[config.mk]
export PLATFORM = sky130hd
export DESIGN_NAME = itch_msg_sequencer_flat
export DESIGN_NICKNAME = d
export VERILOG_FILES = /design/src/rtl/itch_msg_sequencer_if.sv /design/src/rtl/itch_msg_sequencer.sv /design/src/flat_wrapper.sv
export SDC_FILE = /design/constraint.sdc
export NUM_CORES = 1
export LEC_CHECK = 0
export ABC_AREA = 1
export CAP_MARGIN = 20
export CORE_ASPECT_RATIO = 1.5
export CORE_MARGIN = 5
export CORE_UTILIZATION = 40
export CTS_CLUSTER_SIZE = 8
export DETAILED_ROUTE_END_ITERATION = 7
export DONT_BUFFER_PORTS = 1
export GPL_TIMING_DRIVEN = 0
export PLACE_DENSITY = 0.57
export RECOVER_POWER = 50
export SYNTH_ARGS = -nofsm -noshare
export SYNTH_HDL_FRONTEND = slang
export SYNTH_SLANG_ARGS = --single-unit
export TNS_END_PERCENT = 5
[constraint.sdc]
create_clock -name clk -period 2 [get_ports clk]
set_input_delay 0.2 -clock clk [delete_from_list [all_inputs] [get_ports clk]]
set_output_delay 0.2 -clock clk [all_outputs]
set_load 0.1 [all_outputs]
[src/rtl/itch_msg_sequencer_if.sv]
// itch_msg_sequencer_if: byte stream, decoder handshake and status bundle of the ITCH sequencer
// Ports: master modport drives byte_in/valid_in/dec_valid_any and observes everything else;
//        slave modport is the sequencer side.
interface itch_msg_sequencer_if;
    logic [7:0]  byte_in;
    logic        valid_in;
    logic        dec_valid_any;
    logic        dec_enable;
    logic        msg_start;
    logic [7:0]  msg_type;
    logic [5:0]  byte_index;
    logic        msg_end;
    logic        unknown_type;
    logic        trunc_error;
    logic        dec_mismatch;
    logic [15:0] msg_count;
    logic [15:0] err_count;
    modport master (
        output byte_in, valid_in, dec_valid_any,
        input  dec_enable, msg_start, msg_type, byte_index, msg_end,
        input  unknown_type, trunc_error, dec_mismatch, msg_count, err_count
    );
    modport slave (
        input  byte_in, valid_in, dec_valid_any,
        output dec_enable, msg_start, msg_type, byte_index, msg_end,
        output unknown_type, trunc_error, dec_mismatch, msg_count, err_count
    );
endinterface

[src/rtl/itch_msg_sequencer.sv]
// itch_msg_sequencer: frames an ITCH byte stream into messages and enables the field decoders
// Ports: clk, rst_n (asynchronous, active-low); bus (slave side of itch_msg_sequencer_if):
//   in : byte_in, valid_in, dec_valid_any
//   out: dec_enable, msg_start, msg_type, byte_index (same cycle as the byte),
//        msg_end, trunc_error, dec_mismatch (one cycle later), unknown_type (same cycle),
//        msg_count, err_count (saturating statistics)
// Build option: define ITCH_SEQ_STATS_EN to implement msg_count/err_count; otherwise both read 0.
module itch_msg_sequencer #(
    parameter int MAX_LEN = 44
) (
    input logic clk,
    input logic rst_n,
    itch_msg_sequencer_if.slave bus
);
    typedef enum logic [1:0] {IDLE, IN_MSG, DISCARD} state_t;
    state_t state, state_nx;
    logic [5:0] idx, idx_nx, len, tbl_len;
    logic [7:0] type_q;
    logic end_q, trunc_q, mism_q, known, start, unknown, in_byte, last;

    assign tbl_len = bus.byte_in == 8'h41 ? 6'd36 :
                     bus.byte_in == 8'h58 ? 6'd23 :
                     bus.byte_in == 8'h44 ? 6'd9  :
                     bus.byte_in == 8'h55 ? 6'd27 :
                     bus.byte_in == 8'h45 ? 6'd31 :
                     bus.byte_in == 8'h50 ? 6'd44 : 6'd0;
    // a type longer than MAX_LEN is treated as unknown, which keeps byte_index below MAX_LEN
    assign known = tbl_len != 6'd0 && int'(tbl_len) <= MAX_LEN;
    // same-cycle strobes are gated by rst_n so every output reads 0 while reset is held
    assign start = rst_n && bus.valid_in && state == IDLE && known;
    assign unknown = rst_n && bus.valid_in && state == IDLE && !known;
    assign in_byte = rst_n && bus.valid_in && state == IN_MSG;
    assign last = in_byte && idx == len - 6'd1;

    assign bus.dec_enable = start || in_byte;
    assign bus.msg_start = start;
    assign bus.msg_type = start ? bus.byte_in : type_q;
    assign bus.byte_index = in_byte ? idx : 6'd0;
    assign bus.unknown_type = unknown;
    assign bus.msg_end = end_q;
    assign bus.trunc_error = trunc_q;
    assign bus.dec_mismatch = mism_q;

    always_comb begin
        state_nx = state;
        idx_nx = start ? 6'd1 : (in_byte && !last) ? idx + 6'd1 : 6'd0;
        case (state)
            IDLE:    state_nx = !bus.valid_in ? IDLE : known ? IN_MSG : DISCARD;
            IN_MSG:  state_nx = (!bus.valid_in || last) ? IDLE : IN_MSG;
            default: state_nx = bus.valid_in ? DISCARD : IDLE;
        endcase
    end

    always_ff @(posedge clk or negedge rst_n) begin
        if (!rst_n) begin
            state <= IDLE;
            idx <= 6'd0;
            len <= 6'd0;
            type_q <= 8'd0;
            end_q <= 1'b0;
            trunc_q <= 1'b0;
            mism_q <= 1'b0;
        end else begin
            state <= state_nx;
            idx <= idx_nx;
            len <= start ? tbl_len : len;
            type_q <= start ? bus.byte_in : type_q;
            end_q <= last;
            trunc_q <= state == IN_MSG && !bus.valid_in;
            // decoders must report exactly in the msg_end cycle and never elsewhere
            mism_q <= end_q ? !bus.dec_valid_any : bus.dec_valid_any;
        end
    end

`ifdef ITCH_SEQ_STATS_EN
    logic [15:0] msg_cnt, err_cnt;
    logic err_inc;
    // coincident error events count once
    assign err_inc = unknown || trunc_q || mism_q;
    always_ff @(posedge clk or negedge rst_n) begin
        if (!rst_n) begin
            msg_cnt <= 16'd0;
            err_cnt <= 16'd0;
        end else begin
            msg_cnt <= (end_q && msg_cnt != 16'hFFFF) ? msg_cnt + 16'd1 : msg_cnt;
            err_cnt <= (err_inc && err_cnt != 16'hFFFF) ? err_cnt + 16'd1 : err_cnt;
        end
    end
    assign bus.msg_count = msg_cnt;
    assign bus.err_count = err_cnt;
`else
    assign bus.msg_count = 16'd0;
    assign bus.err_count = 16'd0;
`endif
endmodule

[src/flat_wrapper.sv]
// flat-port wrapper written by rule: the top's interface ports become plain ports
module itch_msg_sequencer_flat 
#(
    parameter int MAX_LEN = 44
)
  (clk, rst_n, bus_byte_in, bus_valid_in, bus_dec_valid_any, bus_dec_enable, bus_msg_start, bus_msg_type, bus_byte_index, bus_msg_end, bus_unknown_type, bus_trunc_error, bus_dec_mismatch, bus_msg_count, bus_err_count);
  itch_msg_sequencer_if bus_i ();
  input logic clk;
  input logic rst_n;
  input wire logic [$bits(bus_i.byte_in)-1:0] bus_byte_in;
  input wire logic [$bits(bus_i.valid_in)-1:0] bus_valid_in;
  input wire logic [$bits(bus_i.dec_valid_any)-1:0] bus_dec_valid_any;
  output wire logic [$bits(bus_i.dec_enable)-1:0] bus_dec_enable;
  output wire logic [$bits(bus_i.msg_start)-1:0] bus_msg_start;
  output wire logic [$bits(bus_i.msg_type)-1:0] bus_msg_type;
  output wire logic [$bits(bus_i.byte_index)-1:0] bus_byte_index;
  output wire logic [$bits(bus_i.msg_end)-1:0] bus_msg_end;
  output wire logic [$bits(bus_i.unknown_type)-1:0] bus_unknown_type;
  output wire logic [$bits(bus_i.trunc_error)-1:0] bus_trunc_error;
  output wire logic [$bits(bus_i.dec_mismatch)-1:0] bus_dec_mismatch;
  output wire logic [$bits(bus_i.msg_count)-1:0] bus_msg_count;
  output wire logic [$bits(bus_i.err_count)-1:0] bus_err_count;
  assign bus_i.byte_in = bus_byte_in;
  assign bus_i.valid_in = bus_valid_in;
  assign bus_i.dec_valid_any = bus_dec_valid_any;
  assign bus_dec_enable = bus_i.dec_enable;
  assign bus_msg_start = bus_i.msg_start;
  assign bus_msg_type = bus_i.msg_type;
  assign bus_byte_index = bus_i.byte_index;
  assign bus_msg_end = bus_i.msg_end;
  assign bus_unknown_type = bus_i.unknown_type;
  assign bus_trunc_error = bus_i.trunc_error;
  assign bus_dec_mismatch = bus_i.dec_mismatch;
  assign bus_msg_count = bus_i.msg_count;
  assign bus_err_count = bus_i.err_count;
  itch_msg_sequencer #(.MAX_LEN(MAX_LEN)) u_core (.clk(clk), .rst_n(rst_n), .bus(bus_i));
endmodule
==> results.json <==
{
  "portBuffers": 0,
  "fin_crit_ns": 2.117,
  "grt_pass1_wl_mm": 5.616,
  "min_period_over_period_pct": 105.8,
  "status": "complete, but fails checks",
  "path_clk_slew_ns": 0.08,
  "die_w_um": 62.49,
  "ff2ff_path_depth": 4,
  "clkSinkCount": 24,
  "worst_pin_slew_ns": 1.082,
  "cp-start-kind": "input port",
  "worst_path_most_repeated_cell": "nor2_2",
  "critPathKind": "in -> out",
  "hpwlAfterDp_mm": 2.677,
  "design_area_um2": 2088,
  "drt-total-wl_mm": 3.260,
  "route.detailed.drc": 0,
  "comb_power_share_pct": 37.9,
  "h-tree-depth": 1,
  "crit_fanout": 10,
  "avgSynthCellArea_um2": 7.379,
  "p_seq_share_pct": 34.7,
  "drive_above_1_share_pct": 29.28,
  "grt.total_usage_pct": 12.51,
  "drt_first_pass_iters": 4,
  "syn_area_um2": 1653,
  "syn2layout_area_growth_pct": 26.34,
  "p_sw_share_pct": 42.72,
  "ant_nets": 0,
  "worst_slack_ns": -0.1166,
  "cts_buffers": 3,
  "nets": 278,
  "clkPwrFrac_pct": 27.4,
  "ios": 64,
  "wl_per_cell_um": 10.58,
  "synth-seq-cells": 24,
  "grt_antenna_before_repair": 0,
  "required_ns": 1.80,
  "ys_seq_area_share_pct": 36.34,
  "ys.warnings.count": 0,
  "violations": "setup timing",
  "reg2reg_slack_ns": 0.22,
  "start_util_pct": 41.75,
  "setup_viol": 9,
  "fin_skew_ns": 0.001147,
  "drtIter0Drc": 16,
  "rows": 28,
  "clk_latency_ns": 0.26,
  "cts_tree": "built",
  "clockRootBuffer": "clkbuf_8",
  "grt.overflow.total": 0,
  "place_area_um2": 1851,
  "syn-instance-count": 224,
  "grt_max_degree": 25,
  "power.switching_uw": 647.0,
  "dieArea_um2": 5544,
  "maxCapViolCount": 0,
  "whs_path_depth": 1,
  "die_h_um": 88.73,
  "crit_chain": "inv_1, nor2_2, nand3_2, nor2_2, nor2_2, nand3_4, nand2_8, inv_8, nor2_2",
  "cpPeakStageDelay_ns": 0.83,
  "grt_pass1_vias": 1300,
  "hold_class": "in -> reg",
  "vias_per_cell": 4.273,
  "rsz0062_at_grt": "yes",
  "cts_buffer_depth": 2,
  "core_um2": 3959,
  "drv_slew": 0,
  "critPathSlowestCell": "nor2_2",
  "ys_types": 25,
  "antenna_cells": 0,
  "final_hold_viol_count": 0,
  "num_vias": 1316,
  "max-vdd-ir-drop_mv": 0.5253,
  "leakagePower_uw": 0.001090,
  "relSlewSlack_pct": 27.79,
  "pwr_density_cell_nw_per_um2": 725.3,
  "fin_util_pct": 52.75,
  "gp_congestion": 0.7821,
  "endpoint_kind": "primary output",
  "internal_power_uw": 867.5,
  "worst-endpoint-arrival_ns": 1.92,
  "clock.fmax_mhz": 472.5
}
==> critical path, delay by kind of cell <==
family | cells | cell delay, ns
buffers and inverters | 2 | 0.23
and+or+nand+nor | 7 | 1.47
==> kinds of logic (layout without fill, tap and decap cells) <==
family / Yosys count / count (layout) / synth area share (%)
buf+inv: 64 / 72 / 22.94
other cells: 1 / 32 / 0.2269
compound gates: 6 / 6 / 2.119
simple gates: 124 / 124 / 35.28
fa+ha+maj: 2 / 2 / 1.514
flops: 24 / 24 / 36.34
xor+xnor: 3 / 3 / 1.590
==> registers in the layout (all words and copies together), names as in the netlist <==
register / flops
u_core.bus.trunc_error: 1
u_core.type_q: 8
u_core.bus.dec_mismatch: 1
u_core.bus.msg_end: 1
u_core.len: 5
u_core.idx: 6
u_core.state: 2
==> timing repair <==
| action | 4_1_cts | 5_1_grt |
|---|---|---|
| gates resized for setup | 20 | 7 |
| gates cloned | 0 | 0 |
| hold endpoints to repair | 25 | 0 |
| hold buffers | 2 | 0 |
| pin swaps | 0 | 1 |
| buffers inserted | 0 | 1 |
| endpoints found under the setup margin | 20 | 13 |
==> power by group through the flow <==
stage / logic, uW / registers (uW) / clock network (uW)
2_1_floorplan: 523 / 533 / 0
3_3_place_gp: 537 / 535 / 0
3_5_place_dp: 538 / 536 / 0
4_1_cts: 569 / 526 / 426
5_1_grt: 604 / 528 / 446
6_report: 574 / 525 / 415
==> final timing paths <==
check | startpoint | end
min in group asynchronous | rst_n | u_core.type_q[4]
setup reg to reg | u_core.state[1] | u_core.type_q[2]
hold reg to reg | u_core.len[5] | u_core.len[5]
setup / recovery | bus_byte_in[2] | bus_msg_type[1]
hold / removal | bus_dec_valid_any | u_core.bus.dec_mismatch
max in group asynchronous | rst_n | u_core.bus.trunc_error
==> synth_stat cells <==
master	n	area share, %
nand2_1	54	12
nor2_1	34	7.7
buf_4	32	15
inv_1	29	6.6
dfrtp_1	24	36
nand3_1	11	3.3
nand2_2	7	2.6
nor2_2	7	2.6
nand4_1	3	1.1
nor3_1	3	0.91
o21ai_1	3	0.91
xor2_1	3	1.6
ha_1	2	1.5
a21oi_1	1	0.30
buf_12	1	1.2
conb_1	1	0.23
inv_2	1	0.23
inv_4	1	0.38
nand2_8	1	1.2
nand3_2	1	0.61
nand3_4	1	1.1
nand4_2	1	0.76
nor3_4	1	0.98
o21ai_2	1	0.53
o22ai_1	1	0.38
==> cells in the final DEF, fill, tap and decap left out, drive strengths merged <==
master	synthesis	routed
a21oi	1	1
buf	33	34
bufinv	0	1
clkbuf	0	4
clkinvlp	0	1
conb	1	32
dfrtp	24	24
dlygate4sd3	0	2
ha	2	2
inv	31	30
nand2	62	62
nand3	13	13
nand4	4	4
nor2	41	41
nor3	4	4
o21ai	4	4
o22ai	1	1
xor2	3	3
==> cell type report <==
type | count | area [um2]
Fill cell | 402 | 1871
Sequential cell | 24 | 600.6
Clock inverter | 1 | 30.03
Multi-Input combinational cell | 167 | 928.4
Clock buffer | 3 | 41.29
Buffer | 33 | 260.3
Timing Repair Buffer | 4 | 43.79
Tap cell | 45 | 56.30
Inverter | 31 | 127.6
==> layer usage <==
metal	track usage [%]	routed length [um]	vias to the layer above
li1	-	-	694
met3	4.193	297	4
met4	5.212	53	0
met5	0	0	-
met2	23.68	1740	48
met1	12.43	1169	570
==> metrics by stage <==
stage / hold slack (ns) / setup WS, ns / total power, uW / std cells / setup TNS (ns)
global placement: -0.09507 / -0.4971 / 1072 / 300 / -5.691
floorplan: -0.09559 / -0.3306 / 1056 / 255 / -2.760
detailed placement: -0.09514 / -0.2386 / 1074 / 300 / -3.268
CTS: 0.01774 / -0.1918 / 1521 / 306 / -1.635
global route: 0.01621 / -0.2065 / 1578 / 308 / -1.439
finish: 0.01874 / -0.1166 / 1515 / 308 / -0.5443
Power figures use the tool's default switching activity.
